[config.mk]
export PLATFORM = sky130hd
export DESIGN_NAME = sfr_access_arbiter
export DESIGN_NICKNAME = d
export VERILOG_FILES = /design/src/rtl/sfr_access_arbiter.sv
export SDC_FILE = /design/constraint.sdc
export NUM_CORES = 1
export LEC_CHECK = 0
export ABC_AREA = 1
export BUFFER_PORTS_ARGS = -buffer_cell sky130_fd_sc_hd__buf_2
export CAP_MARGIN = 40
export CELL_PAD_IN_SITES_DETAIL_PLACEMENT = 1
export CELL_PAD_IN_SITES_GLOBAL_PLACEMENT = 1
export CORE_UTILIZATION = 30
export DETAILED_ROUTE_END_ITERATION = 16
export PLACE_DENSITY_LB_ADDON = 0.1
export SLEW_MARGIN = 30
export SYNTH_ARGS = -nofsm -noshare
export SYNTH_HDL_FRONTEND = slang
export SYNTH_SLANG_ARGS = --single-unit
[constraint.sdc]
create_clock -name clk -period 1.7 [get_ports clk]
set_clock_uncertainty 0.1 [all_clocks]
set_input_delay 0.17 -clock clk [delete_from_list [all_inputs] [get_ports clk]]
set_output_delay 0.17 -clock clk [all_outputs]
set_load 0.05 [all_outputs]
[src/rtl/sfr_access_arbiter.sv]
// sfr_access_arbiter: round-robin sharing of the single-port SFR file among NUM_REQ masters
module sfr_access_arbiter #(
    parameter int ADDR_WIDTH = 8,
    parameter int DATA_WIDTH = 8,
    parameter int NUM_REQ = 2,
    localparam int IDW = (NUM_REQ > 1) ? $clog2(NUM_REQ) : 1
) (
    input  logic                          clk,
    input  logic                          reset,
    input  logic [NUM_REQ-1:0]            req_valid,
    input  logic [NUM_REQ-1:0]            req_write,
    input  logic [NUM_REQ*ADDR_WIDTH-1:0] req_addr,
    input  logic [NUM_REQ*DATA_WIDTH-1:0] req_wdata,
    output logic [NUM_REQ-1:0]            req_done,
    output logic [DATA_WIDTH-1:0]         rsp_rdata,
    output logic                          busy,
    output logic [IDW-1:0]                grant_id,
    output logic [ADDR_WIDTH-1:0]         sfr_address,
    output logic [DATA_WIDTH-1:0]         sfr_write_data,
    output logic                          sfr_we,
    output logic                          sfr_re,
    input  logic [DATA_WIDTH-1:0]         sfr_read_data
);
    typedef enum logic [1:0] {IDLE, ACCESS, DONE} state_t;
    state_t                state_q;
    logic [IDW-1:0]        rr_q;
    logic [IDW-1:0]        cand;
    logic [IDW-1:0]        win;
    logic                  any_valid;
    logic                  win_write;
    logic [ADDR_WIDTH-1:0] win_addr;
    logic [DATA_WIDTH-1:0] win_wdata;
    // Scan from rr_q+1 upward; walking offsets high-to-low lets the nearest requester overwrite the rest
    always_comb begin
        cand = '0;
        win = '0;
        any_valid = 1'b0;
        win_write = 1'b0;
        win_addr = '0;
        win_wdata = '0;
        for (int i = NUM_REQ; i >= 1; i--) begin
            cand = IDW'((int'(rr_q) + i) % NUM_REQ);
            if (req_valid[cand]) begin
                win = cand;
                any_valid = 1'b1;
                win_write = req_write[cand];
                win_addr = req_addr[cand*ADDR_WIDTH +: ADDR_WIDTH];
                win_wdata = req_wdata[cand*DATA_WIDTH +: DATA_WIDTH];
            end
        end
    end
    // IDLE -> ACCESS -> DONE; the SFR bus registers double as the latched copy of the granted request
    always_ff @(posedge clk) begin
        if (reset) begin
            state_q <= IDLE;
            rr_q <= IDW'(NUM_REQ - 1);
            req_done <= '0;
            rsp_rdata <= '0;
            busy <= 1'b0;
            grant_id <= '0;
            sfr_address <= '0;
            sfr_write_data <= '0;
            sfr_we <= 1'b0;
            sfr_re <= 1'b0;
        end else begin
            case (state_q)
                IDLE: if (any_valid) begin
                    state_q <= ACCESS;
                    grant_id <= win;
                    rr_q <= win;
                    sfr_address <= win_addr;
                    sfr_write_data <= win_wdata;
                    sfr_we <= win_write;
                    sfr_re <= !win_write;
                    busy <= 1'b1;
                end
                ACCESS: begin
                    state_q <= DONE;
                    sfr_we <= 1'b0;
                    sfr_re <= 1'b0;
                    if (sfr_re) rsp_rdata <= sfr_read_data;
                    req_done[grant_id] <= 1'b1;
                end
                DONE: begin
                    state_q <= IDLE;
                    req_done <= '0;
                    busy <= 1'b0;
                end
                default: state_q <= IDLE;
            endcase
        end
    end
endmodule

==> results of run 1 <==
[Yosys cell counts (2+ instances only)]
master	n
clkbuf_1	5
nand3_1	7
inv_1	24
nand2_1	109
ha_1	4
buf_2	4
nor2_2	2
dfxtp_1	33
o21ai_1	8
buf_6	7
nand2_2	4
a21oi_1	6
nand2_4	2
nor2_1	54
o21ai_0	48
inv_2	2
[per-layer routing]
metal  part of all wire [%]  track usage [%]  vias up
met5                      0                0        -
met4                   0.98             4.70        0
met3                    3.7             3.48        6
met2                     46             27.3       47
met1                     49             21.0      940
li1                       -                -     1145
[cells by family after synthesis]
logic type / after synthesis / synth area share [%]
AO/OA/AOI/OAI: 64 / 16.6
flip-flops: 33 / 33.5
buffers and inverters: 42 / 10.9
AND/OR/NAND/NOR: 179 / 36.4
adder cells (fa/ha/maj): 4 / 2.54
[per-stage QoR]
| stage | hold WS (ps) | cell area, um2 | cells | utilization, % | setup slack (ps) |
|---|---|---|---|---|---|
| 6_report | 20.7 | 2470 | 472 | 39.0 | 172 |
| 5_1_grt | 21.9 | 2470 | 472 | 39.0 | 41.3 |
| 4_1_cts | 16.9 | 2470 | 472 | 38.9 | 140 |
| 3_5_place_dp | 324 | 2370 | 464 | 37.3 | 28.0 |
| 3_3_place_gp | 325 | 2370 | 464 | 37.3 | 99.3 |
| 2_1_floorplan | 139 | 1970 | 322 | - | 329 |
[final cells by class]
class	instances	area, um2
sequential	33	662
fill	878	3870
clock inverter	1	5.00
tap	77	96.3
inverter	26	100
clock buffer	7	96.3
timing repair buffer	81	420
multi-input combinational	247	1090
[power breakdown]
part           switching, mW  leakage, nW  total (mW)  internal (mW)
logic                   1.86         1.02        2.54          0.680
clock network          0.282       0.0542       0.648          0.366
registers              0.166        0.271        1.20           1.03
[placed cells by master (no fill, tap or decap)]
master	count
inv_1	24
dfxtp_2	1
nor2_4	1
nand2_1	109
buf_4	6
buf_2	75
clkbuf_8	7
nand2_2	4
a21oi_1	6
clkinv_2	1
nand3_1	7
inv_2	1
o211ai_1	1
nand2_4	2
nor2_2	2
o21ai_2	1
ha_1	4
o21ai_1	8
dfxtp_1	32
nor2_1	54
inv_4	1
o21ai_0	48
[worst reg2reg max path, cell delays in order (launching register included)]
cell and delay [ps]:
dfxtp_1 360, inv_1 80, ha_1 240, nand2_1 250, inv_1 210, nor2_1 130
nor2_1 50
[worst max-delay path by stage]
stage                                   end  slack [ps]
after floorplan                rsp_rdata[0]         330
after global placement       sfr_address[5]         100
after detailed placement     sfr_address[1]          30
after CTS                 sfr_write_data[3]         140
after global routing      sfr_write_data[3]          40
final                          rsp_rdata[5]         170
[state kept, by name (all words and copies together), names as in the netlist]
| register | flops |
|---|---|
| busy | 1 |
| grant_id | 1 |
| req_done | 2 |
| rr_q | 1 |
| rsp_rdata | 8 |
| sfr_address | 8 |
| sfr_re | 1 |
| sfr_we | 1 |
| sfr_write_data | 8 |
| state_q | 2 |
[what timing repair did]
item / 4_1_cts / 5_1_grt
resized for setup: 1 / 2
pin swaps: 1 / 0
endpoints found under the setup margin: 3 / 7
buffers inserted: 0 / 0
==> impl_results.md, run 1 <==
- Die area: 0.00690 mm2
- Hold path start: reset
- Critical path arrival: 1600 ps
- Cell variety after synth: 19
- Vias per inst: 4.53
- DRC violations left: 0
- CP cell instances: inv_1, ha_1, nand2_1, inv_1, nor2_1, nor2_1
- H-tree depth: 2
- HPWL Detailed: 4140 um
- Yosys top cell by area: dfxtp_1
- Layout Nets: 444
- Seq/Total Area, Yosys: 33.5%
- MaxCap Viol Count: 0
- Yosys reg bits: 33
- Fin. Hold Viols: 0
- CP required: 1780 ps
- Pwr/cell area: 1770 mW/mm2
- Synth Flop Type: dfxtp_1
- Setup crit start kind: flop
- Critical path buffers and inverters: 2
- Status: complete, no violations
- Maximum vdd drop: 0.708 mV
- Number of synthesized flops with an enable pin: 0
- Cts hold-fix bufs: 0
- Total CTS buffers: 5
- GRT Total Usage: 16.3%
- Sink of the worst hold path: sfr_we
- CTS clk-pin slew, worst paths: 70 ps
- TritonCTS clock tree: done
- Top cells by area, synth: dfxtp_1 34%, nand2_1 21%, o21ai_0 12%
- Initial antenna violation count: 0
- Die X: 83.1 um
- Mapped Cells: 322
- Root Driver: clkbuf_8
- Critical path's largest stage delay: 360 ps
- CTS sink cnt: 33
- Antenna Nets Post-Route: 0
- R2r startpoint: state_q[1]
- Critical path capture point type: flop
- Gpl congestion: 0.761
- Bufs on Longest Clock Path: 2
- RR Endpoint: rsp_rdata[5]
- Async set or reset register ratio after synthesis: 0%
- Synth top area share: 33.5%
- Mean Syn Cell Area: 6.12 um2
- Largest net degree at the start of global routing: 34
- Relative slew slack: 73.6%
- Share of cells above drive strength 1: 25.8%
- Hold Crit Depth: 2
- Ports: 76
- Routed WL per cell: 11.4 um
- Slew Viols, Final: 0
- R2R depth: 6
- Vias in the first global route: 2024
- Core area: 0.00635 mm2
- Grt total ovfl: 0
- Vias after detailed routing: 2138
- Antenna Cells: 0
- Port bufs: 75
- Crit Path Max Fanout: 9
- Initial Utilization: 31.0%
- Critical Path Start: state_q[1]
- Routed WL: 5390 um
- Die Ht: 83.1 um
- Cell Area, Synth: 0.00197 mm2
- Levels on crit path: 6
- Worst Max-Slew Pin Slew: 394 ps
- Area Overhead vs Synth: 25.6%
- Final TNS setup: 0 ps
- Initial DRT Pass Iterations: 4
- Crit path kind: reg -> reg
- DR iter-0 viols: 68
- Flop2flop setup slack: 170 ps
- RSZ-0062 raised after global routing: no
- First-pass GRT wire length: 9280 um
- Max Clock Freq: 655 MHz
- Fin crit share: 89.9%
- Worst hold path class: in -> reg
- Synth warn: 0
- Crit path time final: 1530 ps
- Rows: 29
- Leak: 1.35 nW
- Total power: 4.39 mW
- Final setup violation count: 0
- Crit path max-delay family: simple AND/OR/NAND/NOR gates
- Critical path's slowest cell: dfxtp_1
- Clk_lat worst skew: 280 ps
- Syn_nets: 372
No activity file was read; power rests on OpenSTA's default activity.
==> inputs of run 2 (changes only) <==
--- a/config.mk
+++ b/config.mk
@@ -10,7 +10,7 @@
 export CAP_MARGIN = 40
 export CELL_PAD_IN_SITES_DETAIL_PLACEMENT = 1
 export CELL_PAD_IN_SITES_GLOBAL_PLACEMENT = 1
-export CORE_UTILIZATION = 30
+export CORE_UTILIZATION = 32
 export DETAILED_ROUTE_END_ITERATION = 16
 export PLACE_DENSITY_LB_ADDON = 0.1
 export SLEW_MARGIN = 30
==> impl_results.md, run 2 (synthesis gave the netlist of run 1 again) <==
- Port bufs: 75 (unchanged)
- Root Driver: clkbuf_8 (unchanged)
- Flop2flop setup slack: 180 ps (was 170 ps)
- Top flop regs: rsp_rdata (8), sfr_address (8), sfr_write_data (8) (unchanged)
- Largest net degree at the start of global routing: 33 (was 34)
- Setup crit start kind: flop (unchanged)
- Bufs on Longest Clock Path: 2 (unchanged)
- Total CTS buffers: 5 (unchanged)
- Critical path's largest stage delay: 320 ps (was 360 ps)
- Leak: 1.33 nW (was 1.35 nW)
- DR iter-0 viols: 77 (was 68)
- WL met1: 2690 um (was 2650 um)
- Combinational power share: 59.9% (was 57.9%)
- Initial antenna violation count: 0 (unchanged)
- Final setup violation count: 0 (unchanged)
- Vias after detailed routing: 2141 (was 2138)
- Routed WL per cell: 11.9 um (was 11.4 um)
- RSZ-0062 raised after global routing: no (unchanged)
- Placed Instances: 462 (was 464)
- Cts hold-fix bufs: 0 (unchanged)
- Worst hold path class: in -> reg (unchanged)
- Final TNS setup: 0 ps (unchanged)
- Status: complete, no violations (unchanged)
- Layout Nets: 444 (unchanged)
- Maximum vdd drop: 0.481 mV (was 0.708 mV)
- Vias per inst: 4.57 (was 4.53)
- HPWL Detailed: 4160 um (was 4140 um)
- CTS sink cnt: 33 (unchanged)
- H-tree depth: 2 (unchanged)
- Sw power: 2.30 mW (was 2.31 mW)
- WL met3: 256 um (was 201 um)
- Core area: 0.00592 mm2 (was 0.00635 mm2)
- First-pass GRT wire length: 9000 um (was 9280 um)
- Antenna Cells: 0 (unchanged)
- Routed WL: 5560 um (was 5390 um)
- Most common cell after layout, fill and taps aside: nand2_1 (unchanged)
- Fin. Hold Viols: 0 (unchanged)
- Fin crit share: 89.4% (was 89.9%)
- Filler cell count: 862 (was 878)
- Ports: 76 (unchanged)
- Pwr/cell area: 1750 mW/mm2 (was 1770 mW/mm2)
- Rows: 28 (was 29)
- Initial Utilization: 33.3% (was 31.0%)
- Post-route core utilization: 41.3% (was 39.0%)
- Flop pwr share: 27.4% (was 27.3%)
- Share of cells above drive strength 1: 25.2% (was 25.8%)
- CP required: 1820 ps (was 1780 ps)
- Die area: 0.00648 mm2 (was 0.00690 mm2)
- Max Used Layer: met4 (unchanged)
- Slew Viols, Final: 0 (unchanged)
- Critical path capture point type: flop (unchanged)
- Clk pwr share: 12.7% (was 14.8%)
- Area Overhead vs Synth: 24.0% (was 25.6%)
- Max Clock Freq: 658 MHz (was 655 MHz)
- Sequential cell area: 661 um2 (was 662 um2)
- WL met2: 2560 um (was 2480 um)
- MaxCap Viol Count: 0 (unchanged)
- Gpl congestion: 0.754 (was 0.761)
- Most frequent cells in the layout: 109 x nand2_1, 75 x buf_2, 54 x nor2_1 (unchanged)
- Die Ht: 80.5 um (was 83.1 um)
- Crit path kind: reg -> reg (unchanged)
- Antenna Nets Post-Route: 0 (unchanged)
- Critical path arrival: 1640 ps (was 1600 ps)
- TritonCTS clock tree: done (unchanged)
- Sw Ratio: 53.8% (was 52.6%)
- CTS clk-pin slew, worst paths: 70 ps (about the same)
- Initial DRT Pass Iterations: 4 (unchanged)
- Worst hold slack: 37.6 ps (was 20.7 ps)
- Grt total ovfl: 0 (unchanged)
- Critical path's slowest cell: dfxtp_1 (unchanged)
- Crit Path Max Fanout: 16 (was 9)
- Clk_lat worst skew: 280 ps (about the same)
- GRT Total Usage: 18.0% (was 16.3%)
- Int Pwr: 1.97 mW (was 2.08 mW)
- Crit path time final: 1520 ps (was 1530 ps)
- CP cell instances: buf_4, o21ai_2, buf_4, nand2_1, nand2_1, nor2_1, nor2_1 (was inv_1, ha_1, nand2_1, inv_1, nor2_1, nor2_1)
- Die X: 80.5 um (was 83.1 um)
- Vias in the first global route: 1980 (was 2024)
- Fin cells: 468 (was 472)
- Worst Max-Slew Pin Slew: 390 ps (was 394 ps)
- Relative slew slack: 73.9% (was 73.6%)
- DRC violations left: 0 (unchanged)
- Area occupied by multi-input gates: 0.00109 mm2 (unchanged)
==> run 2: cell count changes in the layout (fill, tap and decap cells not counted) <==
cell / change
clkbuf_8: -2
dfxtp_2: -1
dfxtp_1: +1
==> run 2: metrics by stage <==
step	cell area (um2)	setup slack [ps]	power (mW)
after global routing	2440	6.99	4.64
after detailed placement	2370	183	3.77
after global placement	2370	182	3.75
final	2440	180	4.27
after floorplan	1970	329	3.25
after CTS	2440	162	4.33
==> run 2: worst paths after layout <==
kind / from / end / cells past startpoint
worst max-delay path: rr_q / sfr_write_data[3] / 7
worst max register to register: rr_q / sfr_write_data[3] / 7
worst min register to register: req_done[1] / req_done[1] / 2
worst min-delay path: reset / state_q[1] / 2
==> run 2: final cells by class <==
cell class,count,area share (%)
clock buffers,5,2.82
clock inverters,1,0.205
inverters,26,4.10
multi-input cells,247,44.8
flip-flops and latches,33,27.0
well taps,75,3.84
repair buffers,81,17.2
==> run 2: repair_timing <==
action,4_1_cts,5_1_grt
gates resized for setup,0,2
setup endpoints to repair,0,4
setup buffers,0,0
==> run 2: power by group through the flow <==
| stage | combinational, mW | clock, mW | sequential [mW] |
|---|---|---|---|
| final | 2.56 | 0.542 | 1.17 |
| after detailed placement | 2.59 | 0 | 1.19 |
| after global placement | 2.56 | 0 | 1.19 |
| after CTS | 2.60 | 0.559 | 1.17 |
| after floorplan | 1.28 | 0 | 1.97 |
| after global routing | 2.85 | 0.594 | 1.20 |
==> run 2: metal layers <==
metal	up-vias	track usage, %
met2	48	32.0
met3	5	3.52
met1	944	21.5
met4	0	5.36
li1	1144	-
met5	-	0
==> run 2: critical path, delay by kind of cell (launching register included) <==
family	cells	cell delay (ps)
buffers and inverters	2	460
and+or+nand+nor	4	290
AOI/OAI and AO/OA	1	290
DFF	1	320
==> inputs of run 3 (changes only) <==
--- a/config.mk
+++ b/config.mk
@@ -13,6 +13,7 @@
 export CORE_UTILIZATION = 32
 export DETAILED_ROUTE_END_ITERATION = 16
 export PLACE_DENSITY_LB_ADDON = 0.1
+export REMOVE_ABC_BUFFERS = 1
 export SLEW_MARGIN = 30
 export SYNTH_ARGS = -nofsm -noshare
 export SYNTH_HDL_FRONTEND = slang
==> constraint.sdc (replaced) <==
create_clock -name clk -period 1.65 [get_ports clk]
set_clock_uncertainty 0.1 [all_clocks]
set_input_delay 0.165 -clock clk [delete_from_list [all_inputs] [get_ports clk]]
set_output_delay 0.165 -clock clk [all_outputs]
set_load 0.05 [all_outputs]
==> impl_results.md, run 3 (synthesis gave the netlist of run 1 again) <==
- Status: complete, no violations (unchanged)
- Crit Path Max Fanout: 18 (was 16)
- Global routing usage on met3: 3.98% (was 3.52%)
- Crit path max-delay family: flip-flops (was buffers and inverters)
- Maximum vdd drop: 0.570 mV (was 0.481 mV)
- TritonCTS clock tree: done (unchanged)
- Met2 Track Usage GR: 33.1% (was 32.0%)
- Initial antenna violation count: 0 (unchanged)
- Vias in the first global route: 2031 (was 1980)
- First-pass GRT wire length: 9380 um (was 9000 um)
- Final setup violation count: 0 (unchanged)
- Routed WL: 5680 um (was 5560 um)
- Critical path arrival: 1580 ps (was 1640 ps)
- Pwr/cell area: 1870 mW/mm2 (was 1750 mW/mm2)
- Port bufs: 75 (unchanged)
- Rows: 28 (unchanged)
- Largest net degree at the start of global routing: 28 (was 33)
- Sw power: 2.41 mW (was 2.30 mW)
- Core area: 0.00592 mm2 (unchanged)
- Die X: 80.5 um (unchanged)
- Worst Max-Slew Pin Slew: 252 ps (was 390 ps)
- Placed Instances: 466 (was 462)
- Clk_lat worst skew: 280 ps (about the same)
- CTS clk-pin slew, worst paths: 60 ps (was 70 ps)
- RSZ-0062 raised after global routing: no (unchanged)
- Flop pwr share: 26.1% (was 27.4%)
- Initial Utilization: 33.3% (unchanged)
- Area Overhead vs Synth: 28.9% (was 24.0%)
- Vias per inst: 4.63 (was 4.57)
- Filler cell count: 838 (was 862)
- Area occupied by multi-input gates: 0.00110 mm2 (was 0.00109 mm2)
- M1 GR Usage: 23.3% (was 21.5%)
- Int Pwr: 2.33 mW (was 1.97 mW)
- Critical path's slowest cell: dfxtp_1 (unchanged)
- GRT Total Usage: 18.7% (was 18.0%)
- Antenna Cells: 0 (unchanged)
- Sequential cell area: 662 um2 (was 661 um2)
- Cts hold-fix bufs: 0 (unchanged)
- Gpl congestion: 0.815 (was 0.754)
- Routed WL per cell: 12.0 um (was 11.9 um)
- Worst hold path class: in -> reg (unchanged)
- Clk pwr share: 16.4% (was 12.7%)
- Antenna Nets Post-Route: 0 (unchanged)
- DR iter-0 viols: 45 (was 77)
- Max Clock Freq: 663 MHz (was 658 MHz)
- Fin cells: 475 (was 468)
- Grt total ovfl: 0 (unchanged)
- Crit path time final: 1510 ps (was 1520 ps)
- DRC violations left: 0 (unchanged)
- Top flop regs: rsp_rdata (8), sfr_address (8), sfr_write_data (8) (unchanged)
- H-tree depth: 2 (unchanged)
- Share of cells above drive strength 1: 26.8% (was 25.2%)
- Slew Viols, Final: 0 (unchanged)
- Fin crit share: 91.5% (was 89.4%)
- Relative slew slack: 83.2% (was 73.9%)
- CP cell instances: inv_1, ha_1, nand2_2, inv_4, o21ai_0, nor2_1 (was buf_4, o21ai_2, buf_4, nand2_1, nand2_1, nor2_1, nor2_1)
- HPWL Detailed: 4310 um (was 4160 um)
- Layout Nets: 449 (was 444)
- Most common cell after layout, fill and taps aside: nand2_1 (unchanged)
- CP required: 1720 ps (was 1820 ps)
- Final WS setup: 141 ps (was 180 ps)
- Combinational power share: 57.5% (was 59.9%)
- Place WS: -27.5 ps (was 183 ps)
- Fin. Hold Viols: 0 (unchanged)
- Post-route core utilization: 42.9% (was 41.3%)
- Initial DRT Pass Iterations: 4 (unchanged)
- Vias after detailed routing: 2198 (was 2141)
- Die area: 0.00648 mm2 (unchanged)
- Ports: 76 (unchanged)
- Root Driver: clkbuf_8 (unchanged)
- Sw Ratio: 50.8% (was 53.8%)
- Most frequent cells in the layout: 108 x nand2_1, 75 x buf_2, 54 x nor2_1 (was 109 x nand2_1, 75 x buf_2, 54 x nor2_1)
- MaxCap Viol Count: 0 (unchanged)
- Die Ht: 80.5 um (unchanged)
- Critical path buffers and inverters: 2 (unchanged)
- CTS sink cnt: 33 (unchanged)
- Bufs on Longest Clock Path: 2 (unchanged)
- Crit path kind: reg -> reg (unchanged)
- Setup crit start kind: flop (unchanged)
- Final TNS setup: 0 ps (unchanged)
- Leak: 1.38 nW (was 1.33 nW)
- Total CTS buffers: 5 (unchanged)
- Critical path's largest stage delay: 360 ps (was 320 ps)
- Most Used Layer, Global Route: met2 (unchanged)
- Critical path capture point type: flop (unchanged)
run 3: cell count changes in the layout (fill, tap and decap cells not counted), sizes merged:
| cell | previous run | this run |
|---|---|---|
| buf | 81 | 86 |
| bufinv | 0 | 1 |
| clkbuf | 5 | 7 |
| clkinv | 1 | 0 |
run 3: per-stage QoR:
stage	hold WS [ps]	total power [mW]	instance area (um2)
final	32.1	4.74	2540
after global routing	37.6	5.14	2540
after CTS	28.9	4.78	2520
after detailed placement	326	3.97	2400
after global placement	315	3.93	2400
after floorplan	134	3.16	1850
run 3: layout make-up:
type	instances	area share (%)
sequential	33	26.1
tap	75	3.69
clock inverter	1	1.18
clock buffer	7	3.40
timing repair buffer	86	18.5
multi-input combinational	247	43.2
inverter	26	3.94
run 3: path summary, 6_finish.rpt:
check,slack [ps],cells after the start,from,endpoint
setup / recovery,140,6,state_q[0],sfr_write_data[3]
hold / removal,30,2,reset,grant_id
setup reg to reg,140,6,state_q[0],sfr_write_data[3]
hold reg to reg,380,2,req_done[0],req_done[0]
run 3: power by group through the flow:
| stage | Sequential (mW) | Clock (mW) | Combinational, mW |
|---|---|---|---|
| 6_report | 1.24 | 0.778 | 2.73 |
| 5_1_grt | 1.26 | 0.841 | 3.03 |
| 4_1_cts | 1.23 | 0.806 | 2.74 |
| 3_5_place_dp | 1.25 | 0 | 2.72 |
| 3_3_place_gp | 1.25 | 0 | 2.68 |
| 2_1_floorplan | 2.08 | 0 | 1.08 |
run 3: what timing repair did:
item | CTS | global route
pin swaps | 1 | 1
setup endpoints to repair | 16 | 27
gates resized for setup | 1 | 2
setup buffers | 0 | 1
run 3: worst reg2reg max path: cells and delay by family (launching register included):
family | cells | cell delay [ps]
adders and majority gates | 1 | 290
buffers and inverters | 2 | 220
DFF | 1 | 360
and+or+nand+nor | 2 | 260
AOI/OAI and AO/OA | 1 | 180
run 3: per-layer routing:
metal	wire, um	part of all wire (%)
met5	0	0
met4	24	0.42
met3	258	4.5
met2	2770	49
met1	2630	46
